`src/rtl/add_seq_pkg.sv`:
```
// Shared widths, state encoding and payload types for the add_sequencer slice.
package add_seq_pkg;

   localparam int unsigned OPW              = 33;
   localparam int unsigned SUMW             = 34;
   localparam int unsigned ADDER_BIT_CYCLES = 66;
   localparam int unsigned STW              = 3;

   typedef enum logic [STW-1:0] {
      FLUSH = 3'd0,
      ACKF  = 3'd1,
      IDLE  = 3'd2,
      REQ   = 3'd3,
      WAIT  = 3'd4,
      ACK   = 3'd5
   } state_e;

   // Plain-vector views of the states for the legacy-style state register.
   localparam logic [STW-1:0] ST_FLUSH = FLUSH;
   localparam logic [STW-1:0] ST_ACKF  = ACKF;
   localparam logic [STW-1:0] ST_IDLE  = IDLE;
   localparam logic [STW-1:0] ST_REQ   = REQ;
   localparam logic [STW-1:0] ST_WAIT  = WAIT;
   localparam logic [STW-1:0] ST_ACK   = ACK;

   typedef struct packed {
      logic [OPW-1:0] a;
      logic [OPW-1:0] b;
   } operands_t;

   // States whose single cycle is a start_add pulse (request or acknowledge).
   function automatic logic pulse_state(input logic [STW-1:0] s);
      return (s == ST_ACKF) || (s == ST_REQ) || (s == ST_ACK);
   endfunction

endpackage

```
`src/rtl/add_seq_if.sv`:
```
// Upstream operand, adder handshake and downstream result signals of add_sequencer.
interface add_seq_if;
   import add_seq_pkg::*;

   logic            in_valid;
   logic            in_ready;
   logic [OPW-1:0]  in_a;
   logic [OPW-1:0]  in_b;
   logic [OPW-1:0]  A;
   logic [OPW-1:0]  B;
   logic            start_add;
   logic            finish_add;
   logic [SUMW-1:0] S;
   logic            out_valid;
   logic            out_ready;
   logic [SUMW-1:0] out_sum;
   logic            busy;

   modport master (
      input  in_valid, in_a, in_b, finish_add, S, out_ready,
      output in_ready, A, B, start_add, out_valid, out_sum, busy
   );

   modport slave (
      output in_valid, in_a, in_b, finish_add, S, out_ready,
      input  in_ready, A, B, start_add, out_valid, out_sum, busy
   );

endinterface

```
`src/rtl/add_seq_outbuf.sv`:
```
// One-entry valid/ready result register; a load wins over a simultaneous pop.
module add_seq_outbuf
   import add_seq_pkg::*;
(
   input  logic            clock,
   input  logic            reset,
   input  logic            load,
   input  logic [SUMW-1:0] data,
   input  logic            ready,
   output logic            valid,
   output logic [SUMW-1:0] sum,
   output logic            valid_nxt_c
);

   always_comb begin
      valid_nxt_c = load | (valid & ~ready);
   end

   always_ff @(posedge clock) begin
      if (reset) begin
         valid <= 1'b0;
         sum   <= '0;
      end else begin
         valid <= valid_nxt_c;
         if (load) begin
            sum <= data;
         end
      end
   end

endmodule

```
`src/rtl/add_sequencer.sv`:
```
// Operand-side initiator for the bit-serial adder: absorbs the post-reset run,
// issues request/acknowledge pulses and buffers results. Option: ADD_SEQ_TIMEOUT_EN.
module add_sequencer
   import add_seq_pkg::*;
#(
   parameter int unsigned MAX_WAIT = 80
) (
   input  logic      clock,
   input  logic      reset,
   add_seq_if.master bus
`ifdef ADD_SEQ_TIMEOUT_EN
   ,
   output logic      timeout_err
`endif
);

   // A timeout shorter than one adder run, or beyond the 7-bit counter, can never be right.
   if (MAX_WAIT <= ADDER_BIT_CYCLES || MAX_WAIT > 127) begin : g_max_wait_check
      $error("add_sequencer: MAX_WAIT out of range");
   end

   logic [STW-1:0]  state_q;
   logic [STW-1:0]  state_d;
   operands_t       ops_q;
   logic            start_q;
   logic            in_ready_q;
   logic            busy_q;
   logic            accept_c;
   logic            load_c;
   logic            out_valid;
   logic            valid_nxt_c;
   logic [SUMW-1:0] out_sum;

   always_comb begin
      state_d  = state_q;
      accept_c = 1'b0;
      load_c   = 1'b0;
      case (state_q)
         ST_FLUSH: if (bus.finish_add) state_d = ST_ACKF;
         ST_ACKF:  state_d = ST_IDLE;
         ST_IDLE: begin
            if (bus.in_valid) begin
               accept_c = 1'b1;
               state_d  = ST_REQ;
            end
         end
         ST_REQ:   state_d = ST_WAIT;
         ST_WAIT: begin
            // The adder holds its finish state while the buffer is blocked.
            if (bus.finish_add && (!out_valid || bus.out_ready)) begin
               load_c  = 1'b1;
               state_d = ST_ACK;
            end
         end
         ST_ACK:   state_d = ST_IDLE;
         default:  state_d = ST_FLUSH;
      endcase
   end

   // Outputs are registered from the next state so they line up with it.
   always_ff @(posedge clock) begin
      if (reset) begin
         state_q    <= ST_FLUSH;
         ops_q      <= '0;
         start_q    <= 1'b0;
         in_ready_q <= 1'b0;
         busy_q     <= 1'b1;
      end else begin
         state_q    <= state_d;
         if (accept_c) begin
            ops_q <= '{a: bus.in_a, b: bus.in_b};
         end
         start_q    <= pulse_state(state_d);
         in_ready_q <= (state_d == ST_IDLE);
         busy_q     <= (state_d != ST_IDLE) || valid_nxt_c;
      end
   end

   add_seq_outbuf u_outbuf (
      .clock       (clock),
      .reset       (reset),
      .load        (load_c),
      .data        (bus.S),
      .ready       (bus.out_ready),
      .valid       (out_valid),
      .sum         (out_sum),
      .valid_nxt_c (valid_nxt_c)
   );

   assign bus.A         = ops_q.a;
   assign bus.B         = ops_q.b;
   assign bus.start_add = start_q;
   assign bus.in_ready  = in_ready_q;
   assign bus.busy      = busy_q;
   assign bus.out_valid = out_valid;
   assign bus.out_sum   = out_sum;

`ifdef ADD_SEQ_TIMEOUT_EN
   localparam int unsigned TOW = 7;

   logic [TOW-1:0] wait_cnt_q;
   logic           counting_c;
   logic           timeout_q;

   // Only an adder that is genuinely still running counts; a blocked finish does not.
   always_comb begin
      counting_c = ((state_q == ST_FLUSH) || (state_q == ST_WAIT)) && !bus.finish_add;
   end

   always_ff @(posedge clock) begin
      if (reset) begin
         wait_cnt_q <= '0;
         timeout_q  <= 1'b0;
      end else begin
         if ((state_d == ST_WAIT) && (state_q != ST_WAIT)) begin
            wait_cnt_q <= '0;
         end else if (counting_c && (wait_cnt_q != '1)) begin
            wait_cnt_q <= wait_cnt_q + TOW'(1);
         end
         if (counting_c && (wait_cnt_q == TOW'(MAX_WAIT - 1))) begin
            timeout_q <= 1'b1;
         end
      end
   end

   assign timeout_err = timeout_q;
`endif

endmodule

```
`src/flat_wrapper.sv`:
```
// flat-port wrapper written by rule: the top's interface ports become plain ports
module add_sequencer_flat import add_seq_pkg::*;
#(
   parameter int unsigned MAX_WAIT = 80
)
  (clock, reset, bus_in_valid, bus_in_a, bus_in_b, bus_finish_add, bus_S, bus_out_ready, bus_in_ready, bus_A, bus_B, bus_start_add, bus_out_valid, bus_out_sum, bus_busy);
  add_seq_if bus_i ();
  input  logic clock;
  input  logic reset;
  input wire logic [$bits(bus_i.in_valid)-1:0] bus_in_valid;
  input wire logic [$bits(bus_i.in_a)-1:0] bus_in_a;
  input wire logic [$bits(bus_i.in_b)-1:0] bus_in_b;
  input wire logic [$bits(bus_i.finish_add)-1:0] bus_finish_add;
  input wire logic [$bits(bus_i.S)-1:0] bus_S;
  input wire logic [$bits(bus_i.out_ready)-1:0] bus_out_ready;
  output wire logic [$bits(bus_i.in_ready)-1:0] bus_in_ready;
  output wire logic [$bits(bus_i.A)-1:0] bus_A;
  output wire logic [$bits(bus_i.B)-1:0] bus_B;
  output wire logic [$bits(bus_i.start_add)-1:0] bus_start_add;
  output wire logic [$bits(bus_i.out_valid)-1:0] bus_out_valid;
  output wire logic [$bits(bus_i.out_sum)-1:0] bus_out_sum;
  output wire logic [$bits(bus_i.busy)-1:0] bus_busy;
  assign bus_i.in_valid = bus_in_valid;
  assign bus_i.in_a = bus_in_a;
  assign bus_i.in_b = bus_in_b;
  assign bus_i.finish_add = bus_finish_add;
  assign bus_i.S = bus_S;
  assign bus_i.out_ready = bus_out_ready;
  assign bus_in_ready = bus_i.in_ready;
  assign bus_A = bus_i.A;
  assign bus_B = bus_i.B;
  assign bus_start_add = bus_i.start_add;
  assign bus_out_valid = bus_i.out_valid;
  assign bus_out_sum = bus_i.out_sum;
  assign bus_busy = bus_i.busy;
  add_sequencer #(.MAX_WAIT(MAX_WAIT)) u_core (.clock(clock), .reset(reset), .bus(bus_i));
endmodule
```
`config.mk`:
```
export PLATFORM = sky130hd
export DESIGN_NAME = add_sequencer_flat
export DESIGN_NICKNAME = d
export VERILOG_FILES = /design/src/rtl/add_seq_pkg.sv /design/src/rtl/add_seq_if.sv /design/src/rtl/add_seq_outbuf.sv /design/src/rtl/add_sequencer.sv /design/src/flat_wrapper.sv
export SDC_FILE = /design/constraint.sdc
export NUM_CORES = 1
export LEC_CHECK = 0
export BUFFER_PORTS_ARGS = -buffer_cell sky130_fd_sc_hd__buf_2
export CELL_PAD_IN_SITES_DETAIL_PLACEMENT = 0
export CELL_PAD_IN_SITES_GLOBAL_PLACEMENT = 1
export CORE_UTILIZATION = 31
export DETAILED_ROUTE_END_ITERATION = 16
export GPL_TIMING_DRIVEN = 1
export PLACE_DENSITY_LB_ADDON = 0.15
export REMOVE_ABC_BUFFERS = 1
export SLEW_MARGIN = 15
export SYNTH_ARGS = -nofsm -noshare
export SYNTH_HDL_FRONTEND = slang
export SYNTH_HIERARCHICAL = 1
export SYNTH_SLANG_ARGS = --single-unit
```
`constraint.sdc`:
```
create_clock -name clock -period 1.9 [get_ports clock]
set_input_delay 0.19 -clock clock [delete_from_list [all_inputs] [get_ports clock]]
set_output_delay 0.19 -clock clock [all_outputs]
set_load 0.02 [all_outputs]
```
==> reports/summary.txt <==
final worst path period need = 1.55 ns
vias = 3465
Crit. Startpoint = u_core/state_q[0]
residual DRC count = 0
Max-slew headroom = 52.7%
clock slew at reported path FFs = 0.07 ns
WL per Instance = 13.0 µm
Worst Path Required = 2.12 ns
largest net degree at the start of global routing = 67
Synth Instances = 426
Hold Fails Final Rpt = 0
Max Cap Violations = 0
clk_skew = 0.00476 ns
non-filler cells, final = 777
kind of critical path = register to register
unrepaired setup endpoints after global routing = no
Crit path depth = 3
synth warn = 6
Die ar. = 12700 µm²
global route overflow = 0
final antenna-violating net count = 0
pins over their slew limit = 0
Setup crit end kind = register
die width = 113 µm
Tightest Hold Check Type = primary input to register
R2R Path End = u_core/bus.busy
Pwr Density = 905 nW/µm²
Least-Margin Pin Slew = 0.710 ns
placed cells = 761
Setup WS pre-CTS = 0.349 ns
Leakage Power = 0.00237 µW
Initial Utilization = 31.8%
top post-synthesis cells by area = dfxtp_1 (56%), nand2_1 (13%), a21oi_1 (9.1%), mux2i_1 (9.0%), nor2_1 (3.6%)
crit-path max cell delay = 0.44 ns
post-CTS setup buffer count = 0
crit path launch type = register
# IOs = 209
Critical Path Sink = u_core/bus.busy
area share of the leading cell type in the synthesized netlist = 56.3%
GP Congestion = 0.736
Final #Nets = 730
Bufs and invs on worst path = 0
GRT Util Overall = 15.8%
CTS root buf = clkbuf_16
Top Family by Delay on Critical Path = simple AND/OR/NAND/NOR gates
final worst setup slack = 0.351 ns
Avg Vias per Cell = 4.46
Area Overhead vs Synth = 39.8%
setup violators final = 0
Worst R2R Start = u_core/state_q[0]
initial antenna violation count = 0
Peak supply drop = 0.402 mV
Post-CTS Hold Buffers = 0
TritonCTS clock tree = built
period utilization = 81.5%
core area = 12000 µm²
CTS Buffer Depth = 2
cts bufs inserted = 9
final instance area = 5320 µm²
Rows = 40
Synth Area per Inst = 8.93 µm²
status = complete, no violations
most area-hungry cell type in the Yosys netlist = dfxtp_1
crit path DAT = 1.77 ns
# port buffers = 208
Detailed Route WL = 10100 µm
clock sink count = 107
Resized Gates After CTS = 0
Post-Syn Area = 3800 µm²
layout cells sized above 1 = 37.8%
worst r2r path cells = 3
First-pass DRT Iterations = 4
Detailed Place HPWL = 7020 µm
post-synthesis sequential area ratio = 56.3%
Hold Slack = 0.0710 ns
global-route wire length before repair = 15800 µm
r2r setup slk = 0.35 ns
htree depth = 3
drt first-iter violations = 195
CP max stage cell = or4b_1
synthesis-stage register bit count = 107
synth unique cells = 20
Area after DPL = 4990 µm²
vias in the first global route = 3154
clk_lat worst skew = 0.35 ns
# diodes = 0
CP max FO = 24
CP cell instances = and4bb_4 -> a31oi_4 -> or4b_1
maximum clock rate = 0.646 GHz
Die Ht = 113 µm
cells in the final DEF (no fill, tap or decap):
master and count:
a211oi_1 2, a21oi_1 69, a31oi_4 1, and4bb_4 1, buf_12 5, buf_2 207
buf_4 7, bufinv_16 2, clkbuf_1 1, clkbuf_16 9, clkbuf_8 2, clkinv_2 1
clkinvlp_4 1, dfxtp_1 107, inv_1 3, mux2i_1 34, nand2_1 134, nand2b_1 1
nand3b_1 2, nand4bb_4 1, nor2_1 36, nor3b_1 2, o2111a_2 1, or4b_1 1
kinds of logic (layout without fill, tap and decap cells):
logic type	count (synthesis)	after routing	share of synthesized area (%)
AOI/OAI and AO/OA	73	73	10.3
DFF	107	107	56.3
muxes	34	34	8.95
buffers and inverters	34	238	5.66
and+or+nand+nor	178	178	18.7
metrics by stage:
step	setup TNS, ns	utilization [%]	power [µW]
2_1_floorplan	-45.01	-	2560
3_3_place_gp	0	41.7	2820
3_5_place_dp	0	41.7	2830
4_1_cts	0	44.5	4880
5_1_grt	0	44.5	5020
6_report	0	44.5	4810
worst min path at each step:
stage                  from                 endpoint  depth (start not counted)
2_1_floorplan         reset          u_core/bus.A[0]                          1
3_3_place_gp       bus_S[4]   u_core/u_outbuf/sum[4]                          3
3_5_place_dp      bus_S[12]  u_core/u_outbuf/sum[12]                          3
4_1_cts        bus_in_a[18]         u_core/bus.A[18]                          3
5_1_grt         bus_in_a[8]          u_core/bus.A[8]                          3
6_report       bus_in_a[18]         u_core/bus.A[18]                          3
registers in the layout, summed over array words and instances, names as in the netlist:
| signal | flops |
|---|---|
| u_core/u_outbuf/sum | 34 |
| u_core/bus.A | 33 |
| u_core/bus.B | 33 |
| u_core/state_q | 3 |
| u_core/bus.busy | 1 |
| u_core/bus.in_ready | 1 |
| u_core/bus.start_add | 1 |
| u_core/u_outbuf/valid | 1 |
layout make-up:
cell class	instances	area [µm²]
well taps	147	184
repair buffers	219	1190
clock buffers	12	256
fillers	1260	6640
multi-input cells	285	1460
clock inverters	4	72.6
flip-flops and latches	107	2140
inverters	3	11.3
per-layer routing:
| layer | global-route usage (%) | share of wire (%) | up-vias |
|---|---|---|---|
| li1 | - | - | 1784 |
| met1 | 21.2 | 48 | 1517 |
| met2 | 23.3 | 42 | 152 |
| met3 | 4.82 | 8.7 | 12 |
| met4 | 7.20 | 1.8 | 0 |
| met5 | 0 | 0 | - |
worst register-to-register path, cell delays in order (launching register included):
cell and delay [ns]:
dfxtp_1 0.40, and4bb_4 0.38, a31oi_4 0.21, or4b_1 0.44
cell usage after synthesis:
master     number
a211oi_1        2
or4b_1          1
a21oi_1        69
mux2i_1        34
dfxtp_1       107
nand2b_1        1
nor3b_1         2
inv_1           3
nand2_1       134
nor2_1         36
buf_4           5
buf_12          3
buf_2          10
nand3b_1        2
clkbuf_1       12
and4bb_4        1
o2111a_1        1
a31oi_4         1
buf_6           1
nand4bb_1       1
power by group:
group / internal, µW / switching (µW)
clock: 1230 / 818
combinational: 191 / 252
sequential: 2300 / 26.4
No activity file was read; power rests on OpenSTA's default activity.
